[src/rtl/bus_decoder_tracked_pkg.sv]
// pkg_memorymap: slave address map, default target index and response-source type
// shared by the tracked bus decoder.
package pkg_memorymap;

    localparam int NumSlaves = 2;
    localparam int DefaultSlave = NumSlaves;

    // Ranges are half-open: [SlaveStart, SlaveEnd)
    localparam logic [63:0] SlaveStart [NumSlaves] = '{64'h0000_0000, 64'h0000_1000};
    localparam logic [63:0] SlaveEnd   [NumSlaves] = '{64'h0000_1000, 64'h0000_2000};

    typedef logic [$clog2(NumSlaves+1)-1:0] rsp_src_t;

    function automatic logic addr_hit(int idx, logic [63:0] addr);
        if (idx < 0 || idx >= NumSlaves) return 1'b0;
        return addr >= SlaveStart[idx] && addr < SlaveEnd[idx];
    endfunction

endpackage

[src/rtl/bus_decoder_tracked_fifo.sv]
// bus_track_fifo: in-order FIFO of slave indices for accepted, unanswered transactions.
// A push is refused while full even if a pop happens in the same cycle.
module bus_track_fifo #(
    parameter int Width = 2,
    parameter int Depth = 4,
    localparam int PtrWidth = Depth > 1 ? $clog2(Depth) : 1,
    localparam int CntWidth = $clog2(Depth+1)
) (
    input  logic                clk_i,
    input  logic                rst_ni,
    input  logic                push_i,
    input  logic                pop_i,
    input  logic [Width-1:0]    data_i,
    output logic [Width-1:0]    data_o,
    output logic                full_o,
    output logic                empty_o,
    output logic [CntWidth-1:0] count_o
);

    logic [Width-1:0]    mem [Depth];
    logic [PtrWidth-1:0] wr_ptr, rd_ptr;
    logic [CntWidth-1:0] count;
    logic                do_push, do_pop;

    function automatic logic [PtrWidth-1:0] next_ptr(logic [PtrWidth-1:0] p);
        return p == PtrWidth'(Depth-1) ? '0 : p + 1'b1;
    endfunction

    assign full_o  = count == CntWidth'(Depth);
    assign empty_o = count == '0;
    assign do_push = push_i && !full_o;
    assign do_pop  = pop_i && !empty_o;
    assign data_o  = mem[rd_ptr];
    assign count_o = count;

    always_ff @(posedge clk_i or negedge rst_ni) begin
        if (!rst_ni) begin
            wr_ptr <= '0;
            rd_ptr <= '0;
            count  <= '0;
        end else begin
            if (do_push) wr_ptr <= next_ptr(wr_ptr);
            if (do_pop) rd_ptr <= next_ptr(rd_ptr);
            count <= count + CntWidth'(do_push) - CntWidth'(do_pop);
        end
    end

    always_ff @(posedge clk_i) begin
        if (do_push) mem[wr_ptr] <= data_i;
    end

endmodule

[src/rtl/bus_decoder_tracked.sv]
// bus_decoder_tracked: range-table address decoder with in-order response steering.
// Define BUS_DECODER_ERR_SLAVE_EN to answer unmapped requests with a built-in error slave.
module bus_decoder_tracked
    import pkg_memorymap::*;
#(
    parameter int DWidth = 32,
    parameter int NumofSlave = DefaultSlave,
    parameter int MaxOutstanding = 4,
    localparam int MuxWidth = $clog2(NumofSlave+1),
    localparam int CntWidth = $clog2(MaxOutstanding+1)
) (
    input  logic                clk_i,
    input  logic                rst_ni,
    input  logic                m_req_i,
    input  logic [DWidth-1:0]   m_addr_i,
    output logic                m_gnt_o,
    output logic [NumofSlave:0] sel_o,
    input  logic [NumofSlave:0] s_gnt_i,
    input  logic [NumofSlave:0] s_rsp_valid_i,
    output logic [MuxWidth-1:0] rsp_mux_sel_o,
    output logic                rsp_valid_o,
    output logic                rsp_err_o,
    output logic [CntWidth-1:0] outstanding_o,
    output logic                proto_err_o
);

    localparam int NumTargets = NumofSlave + 1;
    localparam logic [MuxWidth-1:0] DefIdx = MuxWidth'(NumofSlave);

    logic [63:0]           addr;
    logic [MuxWidth-1:0]   target, head;
    logic                  full, empty, target_gnt, head_rsp, is_err_head;
    logic [NumofSlave:0]   ext_mask, head_mask, stray;

    assign addr = 64'(m_addr_i);

    // Descending scan so the lowest matching index wins on overlap
    always_comb begin
        target = DefIdx;
        for (int i = NumofSlave - 1; i >= 0; i--)
            if (addr_hit(i, addr)) target = MuxWidth'(i);
    end

`ifdef BUS_DECODER_ERR_SLAVE_EN
    assign ext_mask    = {1'b0, {NumofSlave{1'b1}}};
    assign target_gnt  = target == DefIdx || s_gnt_i[target];
    assign is_err_head = !empty && head == DefIdx;
    assign head_rsp    = is_err_head || s_rsp_valid_i[head];
`else
    assign ext_mask    = '1;
    assign target_gnt  = s_gnt_i[target];
    assign is_err_head = 1'b0;
    assign head_rsp    = s_rsp_valid_i[head];
`endif

    assign sel_o         = ext_mask & (NumTargets'(m_req_i) << target);
    assign m_gnt_o       = m_req_i && target_gnt && !full;
    assign rsp_mux_sel_o = empty ? DefIdx : head;
    assign rsp_valid_o   = !empty && head_rsp;
    assign rsp_err_o     = rsp_valid_o && is_err_head;

    // Any external response not owned by the head entry is dropped and flagged
    assign head_mask = empty ? '0 : NumTargets'(1'b1) << head;
    assign stray     = s_rsp_valid_i & ext_mask & ~head_mask;

    always_ff @(posedge clk_i or negedge rst_ni) begin
        if (!rst_ni) proto_err_o <= 1'b0;
        else if (|stray) proto_err_o <= 1'b1;
    end

    bus_track_fifo #(
        .Width (MuxWidth),
        .Depth (MaxOutstanding)
    ) u_fifo (
        .clk_i   (clk_i),
        .rst_ni  (rst_ni),
        .push_i  (m_gnt_o),
        .pop_i   (rsp_valid_o),
        .data_i  (target),
        .data_o  (head),
        .full_o  (full),
        .empty_o (empty),
        .count_o (outstanding_o)
    );

endmodule

[config.mk]
export PLATFORM = sky130hd
export DESIGN_NAME = bus_decoder_tracked
export DESIGN_NICKNAME = d
export VERILOG_FILES = /design/src/rtl/bus_decoder_tracked_pkg.sv /design/src/rtl/bus_decoder_tracked_fifo.sv /design/src/rtl/bus_decoder_tracked.sv
export SDC_FILE = /design/constraint.sdc
export NUM_CORES = 1
export LEC_CHECK = 0
export BUFFER_PORTS_ARGS = -buffer_cell sky130_fd_sc_hd__buf_2
export CAP_MARGIN = 20
export CORE_MARGIN = 2
export CORE_UTILIZATION = 35
export CTS_CLUSTER_DIAMETER = 40
export CTS_CLUSTER_SIZE = 40
export DETAILED_ROUTE_END_ITERATION = 10
export GPL_ROUTABILITY_DRIVEN = 0
export PLACE_DENSITY = 0.78
export REMOVE_ABC_BUFFERS = 1
export SYNTH_ARGS = -nofsm -noshare
export SYNTH_HDL_FRONTEND = slang
export SYNTH_SLANG_ARGS = --single-unit
export TNS_END_PERCENT = 5
[constraint.sdc]
create_clock -name clk_i -period 6.5 [get_ports clk_i]
set_input_delay 1.3 -clock clk_i [delete_from_list [all_inputs] [get_ports clk_i]]
set_output_delay 1.3 -clock clk_i [all_outputs]
set_load 0.02 [all_outputs]
==> impl_metrics.tcl, run 1 <==
set metrics [dict create \
    grt_pass1_vias 766 \
    timing.final.max_slew_violations 0 \
    yosys-top-cells-area "edfxtp_1 26%, dfrtp_1 22%, ha_1 9.4%" \
    crit_buf_inv 2 \
    cts_max_level 1 \
    antenna_found_initial 0 \
    switching_power_w 0.000181 \
    fin_nets 169 \
    multi_input_area_um2 454 \
    cts_tree "done" \
    cp_num_cells 6 \
    hp-class "register to register" \
    path_clk_slew_ns 0.08 \
    drc_errors 0 \
    synthFlopType "edfxtp_1" \
    numCtsBuffers 3 \
    grt_overflow 0 \
    switching_share 0.410 \
    cts_resized 0 \
    cts_setup_buffers 0 \
    routed_via_density 4.86 \
    rsz0062_at_grt "no" \
    critPathMostFrequentCell "buf_2" \
    final_area_um2 1180 \
    synth_edf_count 8 \
    comb_power_share 0.509 \
    placedInstanceArea_um2 1150 \
    firstDrtPassIters 3 \
    finalHoldViolCount 0 \
    power.density_nw_per_um2 375 \
    whs_path_depth 2 \
    cp_slowest_cell "mux2i_2" \
    power.internal_w 0.000261 \
    initial_core_util 0.371 \
    ys_seq_area_frac 0.474 \
    coreArea_um2 2500 \
    synthCells 77 \
    grt_max_degree 10 \
    yosys_register_bits 16 \
    post_cts_hold_buffer_count 0 \
    dieArea_um2 3080 \
    insertion_delay_ns 0.27 \
    pre_cts_slack_ns 2.48 \
    seq_area_um2 440 \
    wl_per_cell_um 11.6 \
    outcome "finished clean" \
    grt_use_total 0.119 \
    max_stage_delay_ns 0.41 \
    arrival_ns 2.71 \
    synth_cell_types 30 \
    max-cap-violations 0 \
    critical-path-top-delay-family "simple AND/OR/NAND/NOR gates" \
    crit_type "primary input to output pin" \
    synth_area_um2 928 \
    drt_iter0_markers 7 \
    endpoint_kind "output pin" \
    p_leak_nw 0.551 \
    yosys.area.top_type "edfxtp_1" \
    finalSetupViolCount 0 \
    layout-drive-gt1-share 0.412 \
    totalWireLength_mm 1.74 \
    ys.warnings.count 0 \
    p_seq_frac 0.380 \
    ir_drop_mv 0.295 \
    port_buffers 39 \
    p_clk_frac 0.111 \
    vias 724 \
    num_io_pins 53 \
    path_cells "buf_2 -> nor4_1 -> and4_1 -> nand2_1 -> mux2i_2 -> buf_2" \
    grt_pass1_wl_mm 3.10 \
    cts_buffer_depth 2 \
    critPathRequiredTime_ns 5.20 \
    fp.dieW_um 55.5 \
    num_antenna_cells 0 \
    fmax_mhz 249 \
    post-route-util 0.472 \
    skew_ns 0.00798 \
    hpwl_mm 1.53 \
    layout_setup_ws_ns 2.49 \
    period_minus_slack_ns 4.01 \
    crit_fanout 8 \
    antenna_left 0 \
    die_y_um 55.5 \
    nFillCells 229 \
    tns_ns 0 \
    rows 18 \
    async_reset_ff_frac 0.500 \
    area_growth_pct 27.1 \
    postSynthAreaPerCell_um2 12.1 \
    power.total_w 0.000443 \
    period_share 0.617 \
    reg2reg_depth 9 \
    crit_path_start_kind "primary input" \
    root_buffer "clkbuf_4" \
    clock-sinks 16 \
    synth_top_area_frac 0.259 \
    ys_top_cells_by_count "8 x dfrtp_1, 8 x edfxtp_1, 7 x ha_1, 7 x inv_1, 6 x and2_1" \
]
## final timing paths
check / start / endpoint / slack (ns)
setup / recovery: m_addr_i[20] / m_gnt_o / 2.49
hold / removal: proto_err_o / proto_err_o / 0.54
setup reg to reg: u_fifo.rd_ptr[0] / u_fifo.count_o[2] / 3.81
hold reg to reg: proto_err_o / proto_err_o / 0.54
max in group asynchronous: rst_ni / u_fifo.rd_ptr[0] / 5.48
min in group asynchronous: rst_ni / u_fifo.wr_ptr[1] / 0.85
## cells in the final DEF, fill, tap and decap left out, drive strengths merged, types with 2 or more instances in the layout
| master | count |
|---|---|
| dfrtp | 8 |
| mux2 | 6 |
| inv | 7 |
| nor3 | 3 |
| nor4 | 4 |
| nand3 | 3 |
| ha | 7 |
| buf | 39 |
| and2 | 6 |
| nand2 | 2 |
| nor2 | 4 |
| edfxtp | 8 |
| clkbuf | 3 |
| mux2i | 4 |
## state kept, by name, indices dropped and copies added, names as in the netlist
name	flops
u_fifo.wr_ptr	2
proto_err_o	1
u_fifo.count_o	3
u_fifo.rd_ptr	2
u_fifo.mem	8
## metal layers
layer  wire, µm  global-route usage  vias to the layer above
met5          0                   0                        -
met4          0              0.0209                        0
met2       1040               0.240                       12
li1           -                   -                      360
met3         40              0.0141                        0
met1        653               0.133                      352
## final cells by class
cell class	count	share of cell area
Multi-Input combinational cell	53	0.385
Sequential cell	16	0.373
Timing Repair Buffer	39	0.165
Tap cell	30	0.0318
Inverter	7	0.0223
Clock buffer	3	0.0191
Clock inverter	1	0.00318
## worst register-to-register path, stage by stage, from the launching register on
cell and delay (ns):
dfrtp_1 0.45, mux4_2 0.55, or2_4 0.27, o32ai_2 0.24
ha_1 0.21, inv_1 0.04, ha_1 0.18, fa_1 0.37
xor2_1 0.16, xnor2_1 0.12
## power groups by stage
stage                     logic [W]  clock network, W  registers (W)
final                      0.000225         0.0000491       0.000168
after global routing       0.000256         0.0000564       0.000173
after global placement     0.000212                 0       0.000169
after floorplan            0.000154                 0       0.000176
after CTS                  0.000229         0.0000504       0.000169
after detailed placement   0.000228                 0       0.000171
## cells by family (layout without fill, tap and decap cells)
family          after synthesis  count (layout)  share of synthesized area
compound gates                4               4                     0.0364
xor+xnor                      2               2                     0.0189
fa+ha+maj                     8               8                      0.116
buf+inv                       8              50                     0.0364
flops                        16              16                      0.474
mux                          11              11                      0.144
other cells                   1               1                    0.00404
simple gates                 27              27                      0.170
## through the flow
stage / hold WS (ns) / instances
after floorplan: 0.512 / 76
after global placement: 0.476 / 145
after detailed placement: 0.507 / 145
after CTS: 0.526 / 149
after global routing: 0.580 / 149
final: 0.541 / 149
Power figures use the tool's default switching activity.
==> run 2, diff against run 1 <==
==> constraint.sdc (replaced) <==
create_clock -name clk_i -period 3.85 [get_ports clk_i]
set_input_delay 0.77 -clock clk_i [delete_from_list [all_inputs] [get_ports clk_i]]
set_output_delay 0.77 -clock clk_i [all_outputs]
set_load 0.02 [all_outputs]
==> run 2 against run 1 <==
Net effect:
- worst hold slack got worse by 0.22 ns
- design area unchanged
- count of clock-buffer cells in the layout unchanged
- clock skew decreased by 0.0025 ns
- power increased by 68%
- core utilization unchanged
- combinational power increased by 68%
- highest routed layer unchanged
==> impl_metrics.tcl, run 2 (synthesized netlist as in run 1, its figures left out) <==
set metrics [dict create \
    critPathRequiredTime_ns 3.08 \
    rsz0062_at_grt "no" \
    place_inst 145 \
    cts_resized 0 \
    clock-sinks 16 \
    cts_setup_buffers 0 \
    antenna_left 0 \
    hp-class "primary input to asynchronous set/reset pin" \
    rows 18 \
    coreArea_um2 2500 \
    crit_type "primary input to output pin" \
    port_buffers 39 \
    post-route-util 0.472 \
    drc_errors 0 \
    fmax_mhz 338 \
    grt_overflow 0 \
    power.total_w 0.000745 \
    regMostFlops "u_fifo.mem" \
    final_area_um2 1180 \
    fin_cells 149 \
    totalWireLength_mm 1.71 \
    arrival_ns 2.19 \
    grt_max_degree 10 \
    crit_path_start_kind "primary input" \
    crit_fanout 8 \
    cts_max_level 1 \
    num_antenna_cells 0 \
    fp.dieW_um 55.5 \
    placedInstanceArea_um2 1150 \
    skew_ns 0.00544 \
    finalHoldViolCount 0 \
    fin_nets 169 \
    outcome "finished clean" \
    numCtsBuffers 3 \
    die_y_um 55.5 \
    grt_pass1_wl_mm 3.13 \
    multi_input_area_um2 454 \
    initial_core_util 0.371 \
    area_growth_pct 27.1 \
    cts_buffer_depth 2 \
    finalSetupViolCount 0 \
    firstDrtPassIters 4 \
    tns_ns 0 \
    nFillCells 233 \
    grt_use_total 0.120 \
    routed_via_density 4.87 \
    hpwl_mm 1.53 \
    power.density_nw_per_um2 631 \
    largest_reg_flops 8 \
    vias 726 \
    num_io_pins 53 \
    timing.final.max_slew_violations 0 \
    path_clk_slew_ns 0.08 \
    dieArea_um2 3080 \
    post_cts_hold_buffer_count 0 \
    max-cap-violations 0 \
    ir_drop_mv 0.490 \
    p_leak_nw 0.551 \
    root_buffer "clkbuf_4" \
    antenna_found_initial 0 \
    wl_per_cell_um 11.5 \
    cts_tree "done" \
    layout-drive-gt1-share 0.412 \
    period_share 0.769 \
    insertion_delay_ns 0.27 \
    period_minus_slack_ns 2.96 \
    mostFrequentLayoutCell "buf_2" \
    drt_iter0_markers 8 \
    final_cell_mix "39 x buf_2, 8 x dfrtp_1, 8 x edfxtp_1" \
    seq_area_um2 440 \
    endpoint_kind "output pin" \
    grt_pass1_vias 783 \
]
[run 2: final cells by class]
type / instances / area share
Multi-Input combinational cell: 53 / 0.385
Tap cell: 30 / 0.0318
Sequential cell: 16 / 0.373
Clock buffer: 3 / 0.0191
Inverter: 7 / 0.0223
Clock inverter: 1 / 0.00318
Timing Repair Buffer: 39 / 0.165
[run 2: critical path, stage by stage]
cell and delay (ns):
buf_2 0.09, nor4_1 0.25, and4_1 0.25, nand2_1 0.17, mux2i_2 0.42, buf_2 0.25
[run 2: final timing paths]
kind                                  start                end  slack, ns  cells after the start
setup / recovery               m_addr_i[29]            m_gnt_o       0.89                      6
hold / removal                       rst_ni   u_fifo.wr_ptr[1]       0.32                      1
setup reg to reg           u_fifo.rd_ptr[0]  u_fifo.count_o[2]       1.15                      9
hold reg to reg                 proto_err_o        proto_err_o       0.53                      2
max in group asynchronous            rst_ni   u_fifo.rd_ptr[0]       3.36                      1
min in group clk_i              proto_err_o        proto_err_o       0.53                      2
[run 2: metal layers]
metal	GRT usage	share of wire	up-vias
met1	0.130	0.37	358
li1	-	-	358
met5	0	0	-
met2	0.243	0.61	10
met4	0.0279	0	0
met3	0.0141	0.026	0
[run 2: power breakdown]
part | internal (W) | switching [W] | leakage (nW)
Sequential | 0.000231 | 0.0000536 | 0.160
Clock | 0.0000374 | 0.0000438 | 0.0154
Combinational | 0.000173 | 0.000207 | 0.376
Total | 0.000441 | 0.000304 | 0.551
[run 2: per-stage QoR]
| step | hold WS [ns] | worst slack, ns |
|---|---|---|
| final | 0.323 | 0.890 |
| after global routing | 0.314 | 0.741 |
| after CTS | 0.321 | 0.882 |
| after detailed placement | 0.518 | 0.893 |
| after global placement | 0.476 | 0.886 |
| after floorplan | 0.474 | 1.10 |
